File: src/rtl/shift_seq_ctrl.sv
// Multi-cycle shift unit for the MIPS EX stage: shifts an operand by up to STEP
// bits per cycle so the core can drop the full barrel shifter and stall on busy.
module shift_seq_ctrl #(
  parameter int WIDTH = 32,
  parameter int STEP  = 4
) (
  input  logic             clk,
  input  logic             rst_n,
  input  logic             start,
  input  logic [1:0]       op,
  input  logic             use_shamt,
  input  logic [4:0]       shamt,
  input  logic [WIDTH-1:0] rs_amt,
  input  logic [WIDTH-1:0] data_in,
  input  logic             flush,
  output logic             busy,
  output logic             done,
  output logic [WIDTH-1:0] result
);

  // Handshake: start is taken only while busy is low and flush is low; inputs are
  // sampled on that edge alone. done is a one-cycle pulse and result holds after it
  // until the next accepted start.

  typedef enum logic [1:0] {
    S_IDLE  = 2'd0,
    S_SHIFT = 2'd1,
    S_DONE  = 2'd2
  } state_t;

  localparam logic [1:0] OP_SLL = 2'b00;
  localparam logic [1:0] OP_SRL = 2'b01;
  localparam logic [1:0] OP_SRA = 2'b10;
  localparam logic [1:0] OP_RSV = 2'b11;

  localparam logic [4:0] STEP_AMT = 5'(STEP);

  state_t           state;
  state_t           state_nxt;
  logic [WIDTH-1:0] result_nxt;
  logic [4:0]       rem;
  logic [4:0]       rem_nxt;
  logic [1:0]       op_q;
  logic [1:0]       op_nxt;
  logic [4:0]       amt_sel;
  logic [4:0]       step;
  logic             rs_hi_unused;

  // MIPS uses only the low five bits of rs as the variable shift amount.
  assign rs_hi_unused = ^rs_amt[WIDTH-1:5];

  always_comb begin
    amt_sel = use_shamt ? shamt : rs_amt[4:0];
    if (op == OP_RSV) amt_sel = 5'd0;
  end

  always_ff @(posedge clk or negedge rst_n) begin
    if (!rst_n) begin
      state  <= S_IDLE;
      result <= '0;
      rem    <= '0;
      op_q   <= OP_SLL;
    end else begin
      state  <= state_nxt;
      result <= result_nxt;
      rem    <= rem_nxt;
      op_q   <= op_nxt;
    end
  end

  always_comb begin
    state_nxt  = state;
    result_nxt = result;
    rem_nxt    = rem;
    op_nxt     = op_q;
    step       = 5'd0;

    if (flush) begin
      // Squash from any state; result keeps whatever the register currently holds.
      state_nxt = S_IDLE;
    end else begin
      case (state)
        S_IDLE, S_DONE: begin
          if (start) begin
            op_nxt     = op;
            rem_nxt    = amt_sel;
            result_nxt = data_in;
            state_nxt  = (amt_sel == 5'd0) ? S_DONE : S_SHIFT;
          end else begin
            state_nxt = S_IDLE;
          end
        end
        S_SHIFT: begin
          step = (rem > STEP_AMT) ? STEP_AMT : rem;
          case (op_q)
            OP_SLL:  result_nxt = result << step;
            OP_SRL:  result_nxt = result >> step;
            OP_SRA:  result_nxt = $unsigned($signed(result) >>> step);
            default: result_nxt = result;
          endcase
          rem_nxt = rem - step;
          if (rem_nxt == 5'd0) state_nxt = S_DONE;
        end
        default: state_nxt = S_IDLE;
      endcase
    end
  end

  assign busy = (state == S_SHIFT);
  assign done = (state == S_DONE);

endmodule
File: config.mk
export PLATFORM = sky130hd
export DESIGN_NAME = shift_seq_ctrl
export DESIGN_NICKNAME = d
export VERILOG_FILES = /design/src/rtl/shift_seq_ctrl.sv
export SDC_FILE = /design/constraint.sdc
export NUM_CORES = 1
export LEC_CHECK = 0
export ABC_AREA = 1
export BUFFER_PORTS_ARGS = -buffer_cell sky130_fd_sc_hd__buf_2
export CORE_MARGIN = 3
export CORE_UTILIZATION = 40
export CTS_CLUSTER_DIAMETER = 50
export DETAILED_ROUTE_END_ITERATION = 8
export HOLD_SLACK_MARGIN = 0.02
export RECOVER_POWER = 50
export SLEW_MARGIN = 0
export SYNTH_ARGS = -nofsm -noshare
export SYNTH_HDL_FRONTEND = slang
export SYNTH_SLANG_ARGS = --single-unit
File: constraint.sdc
create_clock -name clk -period 2.8 [get_ports clk]
set_clock_uncertainty 0.1 [all_clocks]
set_input_delay 0.28 -clock clk [delete_from_list [all_inputs] [get_ports clk]]
set_output_delay 0.28 -clock clk [all_outputs]
set_load 0.02 [all_outputs]
==> impl_metrics.ini, run 1 <==
[grt]
wire_length_of_the_first_global_routing_pass_um = 25000
antenna_found_initial = 0
number_of_global_route_vias_before_repair = 5091
pin_count_of_the_biggest_net_entering_global_routing = 61
grt.overflow.total = 0
gr-usage-met3_pct = 4.46
grtUsageMet1_pct = 32.1
global_route.usage.total_pct = 24.3
grt_most_used_layer = met2
global_route.usage.met2_pct = 40.2

[run_status]
failed_checks = capacitance limit, slew limit
run_status = complete, but fails checks

[routing]
drtAntennaViolNets = 0
routedWlPerCell_um = 15.1
first_pass_iters = 6
drc = 0
postRouteWirelength_um = 15200
drt_first_iter_violations = 465
num_vias = 5485
drt-vias-per-instance = 5.44

[yosys]
synth_top_area_cell = sky130_fd_sc_hd__nand2_1
synthCells = 808
synth.lib_cells_used.distinct = 34
syn-mean-instance-area_um2 = 5.50
synth_warnings = 0
yosys_most_used_dff = sky130_fd_sc_hd__dfrtp_1
ys_top_cells_by_count = sky130_fd_sc_hd__nand2_1 (292), sky130_fd_sc_hd__nand3_1 (135), sky130_fd_sc_hd__nor2_1 (83)
postSynth.asyncResetShare_pct = 100
synth_most_common_cell = sky130_fd_sc_hd__nand2_1
synth-seq-area-share_pct = 23.1
synth-edff-count = 0
synthDominantCellAreaShare_pct = 24.6
mappedNetlistNets = 888
post_synth_main_area_contributors = sky130_fd_sc_hd__nand2_1 (25%), sky130_fd_sc_hd__dfrtp_1 (23%), sky130_fd_sc_hd__nand3_1 (15%)
mappedNetlistArea_um2 = 4450
synth_seq_cells = 41

[clock_tree]
postCtsSetupRepairBufs = 0
cts_hold_buffers = 0
clkTransAtPathRegs_ns = 0.08
post_cts_resize_count = 0
numCtsBuffers = 5
h-tree-depth = 2
cts_root_buffer = sky130_fd_sc_hd__clkbuf_8
clock_path_buffers = 2
cts_tree = built
clock_sinks = 41
later_pin_clock_latency_in_the_skew_report_ns = 0.33

[hold_path]
hold_path.class = input port to flip-flop
whs_path_depth = 3

[floorplanning]
die_area_um2 = 12400
fp.dieH_um = 111
initial_core_util_pct = 42.1
ios = 110
fp.dieW_um = 111
core_area_um2 = 10600
placement_rows = 37

[sta]
final_hold_viol_count = 0
setup_violations = 0
worstMarginPinSlew_ns = 2.39
hold-worst-slack_ns = 0.108
setup_total_negative_slack_ns = 0
timing.fmax_mhz = 424
fin_crit_sh_pct = 84.2
relSlewSlack_pct = -59.3
rsz0062_at_grt = false
slew_violations = 42
min_period_ns = 2.36

[placed_design]
post_dp_cell_area_um2 = 4950
hpwl_um = 11000
io_buffer_count = 82
place_inst = 1001
place.gp.congestion = 0.913

[critical_path]
crit_path_end_kind = flip-flop
data_arrival_time_of_the_worst_path_ns = 2.51
ff2ff_path_depth = 10
setup.worst_path.start_class = flip-flop
critPathMaxFanout = 19
critPathKind = flip-flop to flip-flop
crit_required_ns = 2.95

[pwr]
combinational_power_share_pct = 71.9
power.clock.fraction_pct = 7.6
switching_portion_of_total_power_pct = 59.5
static-leakage-power_uw = 0.00262
seqPwrFrac_pct = 20.5
ir_worst_vdd_v = 0.000521
switching_power_uw = 3420
power.internal_uw = 2330
power_per_cell_area_nw_per_um2 = 1150

[final_layout]
antennaDiodeCount = 0
final_net_count = 952
final_core_util_pct = 47.5
fraction_of_layout_instances_using_a_drive_strength_above_1_pct = 12.0
final.fill_count = 1188
fin_cells = 1008
syn_to_final_growth_pct = 12.8
fin_area_um2 = 5010

[run]
cap_viol_max_count = 1
[per-layer routing]
metal	wire, um	vias up
met5	0	-
met3	1040	21
met2	7150	200
met4	282	0
li1	-	2754
met1	6770	2510
[final cells by class]
cell class              count  area [um2]  area share (%)
clock buffers               7        86.3            1.72
inverters                  68         255            5.09
well taps                 136         170            3.39
multi-input cells         658        2970            59.2
repair buffers             98         510            10.2
flip-flops and latches     41        1030            20.5
[power groups by stage]
stage          combinational (uW)  sequential (uW)  clock (uW)
3_3_place_gp                 4080             1170           0
5_1_grt                      4660             1220         472
6_report                     4140             1180         435
3_5_place_dp                 4120             1180           0
4_1_cts                      4130             1170         452
2_1_floorplan                2780             1380           0
[metrics by stage]
step	setup WS [ns]	total power, uW
after floorplan	0.885	4160
after global placement	0.456	5250
after detailed placement	0.462	5300
after CTS	0.443	5760
after global routing	0.165	6350
final	0.442	5750
[critical path, cell delays in order (launching register included)]
cell and delay, ns:
sky130_fd_sc_hd__dfrtp_1 0.35, sky130_fd_sc_hd__inv_1 0.07, sky130_fd_sc_hd__ha_1 0.45, sky130_fd_sc_hd__inv_2 0.09, sky130_fd_sc_hd__nor2_4 0.26, sky130_fd_sc_hd__inv_2 0.09
sky130_fd_sc_hd__nor2_4 0.43, sky130_fd_sc_hd__nand3_1 0.16, sky130_fd_sc_hd__nand3_1 0.13, sky130_fd_sc_hd__nor2_1 0.05, sky130_fd_sc_hd__o21ai_1 0.10
[cells by family (layout without fill, tap and decap cells)]
group / after synthesis / after routing / synth area share [%]
AO/OA/AOI/OAI: 119 / 119 / 14.6
XOR/XNOR: 1 / 1 / 0.197
adder cells (fa/ha/maj): 4 / 4 / 1.13
buffers and inverters: 109 / 173 / 10.4
flip-flops: 41 / 41 / 23.1
other: 1 / 1 / 0.0843
AND/OR/NAND/NOR: 533 / 533 / 50.6
[flip-flops by register name (all words and copies together) (netlist names)]
register  cells
result       32
rem           5
op_q          2
state         2
[layout by cell type (no fill, tap or decap), drive strengths merged, types with 2 or more instances in the layout]
cell type	synthesis	final
clkbuf	12	23
buf	29	82
nor3	5	5
o21a	6	6
a21oi	24	24
ha	4	4
dfrtp	41	41
o211ai	7	7
o21ai	74	74
o21bai	2	2
a31oi	2	2
nor2	89	89
nand3	135	135
inv	68	68
o22ai	2	2
nand2	294	294
nand4	6	6
[path summary, 6_finish.rpt]
check	from	end	slack, ns
hold reg to reg	result[12]	result[12]	0.41
setup / recovery	op_q[0]	result[18]	0.44
setup reg to reg	op_q[0]	result[18]	0.44
max in group asynchronous	rst_n	result[23]	0.67
min in group asynchronous	rst_n	result[7]	0.57
hold / removal	start	state[0]	0.11
(Power assumes the default switching activity.)
==> run 2: changes to the inputs <==
Clock period 2.8 ns to 2.36 ns, I/O delays scaled along.
==> impl_metrics.ini, run 2 (synthesis gave the netlist of run 1 again) <==
[run_status]
run_status = complete, no violations

[routing]
postRouteWirelength_um = 15300
drc = 0
first_pass_iters = 5
drt_first_iter_violations = 424
drtAntennaViolNets = 0
routedWlPerCell_um = 15.0
num_vias = 5535
drt-vias-per-instance = 5.42

[final_layout]
syn_to_final_growth_pct = 17.0
storage_cell_area_um2 = 1030
fraction_of_layout_instances_using_a_drive_strength_above_1_pct = 11.9
leading_cell_type_in_the_layout_fill_and_taps_excluded = sky130_fd_sc_hd__nand2_1
registers.top_by_ff_count = result
final_net_count = 966
final_core_util_pct = 49.3
mostFrequentLayoutCells = sky130_fd_sc_hd__nand2_1 (292), sky130_fd_sc_hd__nand3_1 (135), sky130_fd_sc_hd__nor2_1 (82), sky130_fd_sc_hd__inv_1 (61), sky130_fd_sc_hd__buf_2 (53)
fin_cells = 1022
final.fill_count = 1125
multi_input_area_um2 = 2970
layout_top_registers = result x32, rem x5
largest_reg_flops = 32
antennaDiodeCount = 0

[sta]
min_period_ns = 2.16
worstMarginPinSlew_ns = 1.24
relSlewSlack_pct = 17.1
rsz0062_at_grt = false
setup_total_negative_slack_ns = 0
fin_crit_sh_pct = 91.5
final_hold_viol_count = 0
timing.fmax_mhz = 463
setup_violations = 0
slew_violations = 0

[critical_path]
reg2reg_from = rem[4]
critical_path_buf_inv_count = 3
worstSetupStartpoint = rem[4]
ff2ff_path_depth = 11
worst_path_dominant_cell_family = simple AND/OR/NAND/NOR gates
cpMaxStageDelayCell = sky130_fd_sc_hd__dfrtp_1
critPathMaxFanout = 10
setup.worst_path.start_class = flip-flop
crit_required_ns = 2.48
crit_chain = nor2_4 -> nand2_4 -> buf_4 -> nor2_2 -> inv_2 -> nor2_2 -> inv_1 -> o31ai_2 -> nor2_1 -> nand2_1 -> nand2_1
data_arrival_time_of_the_worst_path_ns = 2.28
crit_path_end_kind = flip-flop
critical_path.max_stage_delay_ns = 0.43
rr_endpoint = result[30]
reg2reg_slack_ns = 0.20
critPathKind = flip-flop to flip-flop

[grt]
number_of_global_route_vias_before_repair = 5289
global_route.usage.total_pct = 24.7
antenna_found_initial = 0
grt.overflow.total = 0
pin_count_of_the_biggest_net_entering_global_routing = 46
wire_length_of_the_first_global_routing_pass_um = 25500

[clock_tree]
cts_tree = built
cts_root_buffer = sky130_fd_sc_hd__clkbuf_8
later_pin_clock_latency_in_the_skew_report_ns = 0.32
clkTransAtPathRegs_ns = 0.09
postCtsSetupRepairBufs = 0
numCtsBuffers = 5
post_cts_resize_count = 0
h-tree-depth = 2
clock_sinks = 41
clock_path_buffers = 2

[pwr]
power_per_cell_area_nw_per_um2 = 1350
static-leakage-power_uw = 0.00268
power.total_uw = 7020
ir_worst_vdd_v = 0.000529

[floorplanning]
initial_core_util_pct = 42.1
core_area_um2 = 10600
ios = 110
fp.dieW_um = 111
die_area_um2 = 12400
fp.dieH_um = 111
placement_rows = 37

[hold_path]
hold-path-endpoint = state[0]
hold_path.class = input port to flip-flop
worstHoldStart = start
whs_path_depth = 3

[placed_design]
io_buffer_count = 82
place.gp.congestion = 0.947
hpwl_um = 11500
place_inst = 1014

[run]
cap_viol_max_count = 0
==> run 2: worst reg2reg max path: stages (launching register included) <==
cell	delay, ns
sky130_fd_sc_hd__dfrtp_1	0.43
sky130_fd_sc_hd__nor2_4	0.22
sky130_fd_sc_hd__nand2_4	0.15
sky130_fd_sc_hd__buf_4	0.21
sky130_fd_sc_hd__nor2_2	0.11
sky130_fd_sc_hd__inv_2	0.09
sky130_fd_sc_hd__nor2_2	0.10
sky130_fd_sc_hd__inv_1	0.08
sky130_fd_sc_hd__o31ai_2	0.38
sky130_fd_sc_hd__nor2_1	0.08
sky130_fd_sc_hd__nand2_1	0.07
sky130_fd_sc_hd__nand2_1	0.05
==> run 2: through the flow <==
step | instance area [um2] | setup slack (ns) | hold WS, ns
6_report | 5200 | 0.200 | 0.0684
3_3_place_gp | 5150 | 0.218 | 0.126
5_1_grt | 5200 | 0.00453 | 0.0702
3_5_place_dp | 5150 | 0.191 | 0.144
2_1_floorplan | 4450 | 0.445 | -0.160
4_1_cts | 5240 | 0.181 | 0.0544
==> run 2: worst max path at each step <==
stage / slack [ns] / cells after the start / endpoint
global placement: 0.22 / 11 / result[31]
floorplan: 0.45 / 11 / result[8]
finish: 0.20 / 11 / result[30]
global route: 0.005 / 13 / result[25]
detailed placement: 0.19 / 11 / result[30]
CTS: 0.18 / 11 / result[30]
==> run 2: final cells by class <==
cell class | count | area share (%)
tap | 136 | 3.27
inverter | 68 | 4.91
multi-input combinational | 658 | 57.0
timing repair buffer | 112 | 13.4
sequential | 41 | 19.7
clock buffer | 7 | 1.66
==> run 2: metal layers <==
metal	global-route usage, %	vias to the layer above	wire length, um
met2	40.2	225	7130
li1	-	2778	-
met4	9.89	0	436
met3	4.18	35	967
met5	0	-	0
met1	32.5	2497	6800
==> run 2: repair_timing <==
item	4_1_cts	5_1_grt
endpoints found under the setup margin	0	0
hold buffers	1	0
endpoints found under the hold margin	20	0
==> run 2: power by group <==
part,total [uW],internal [uW],switching [uW]
sequential,1400,1020,374
combinational,5110,1670,3440
clock,512,233,279
total,7020,2920,4090
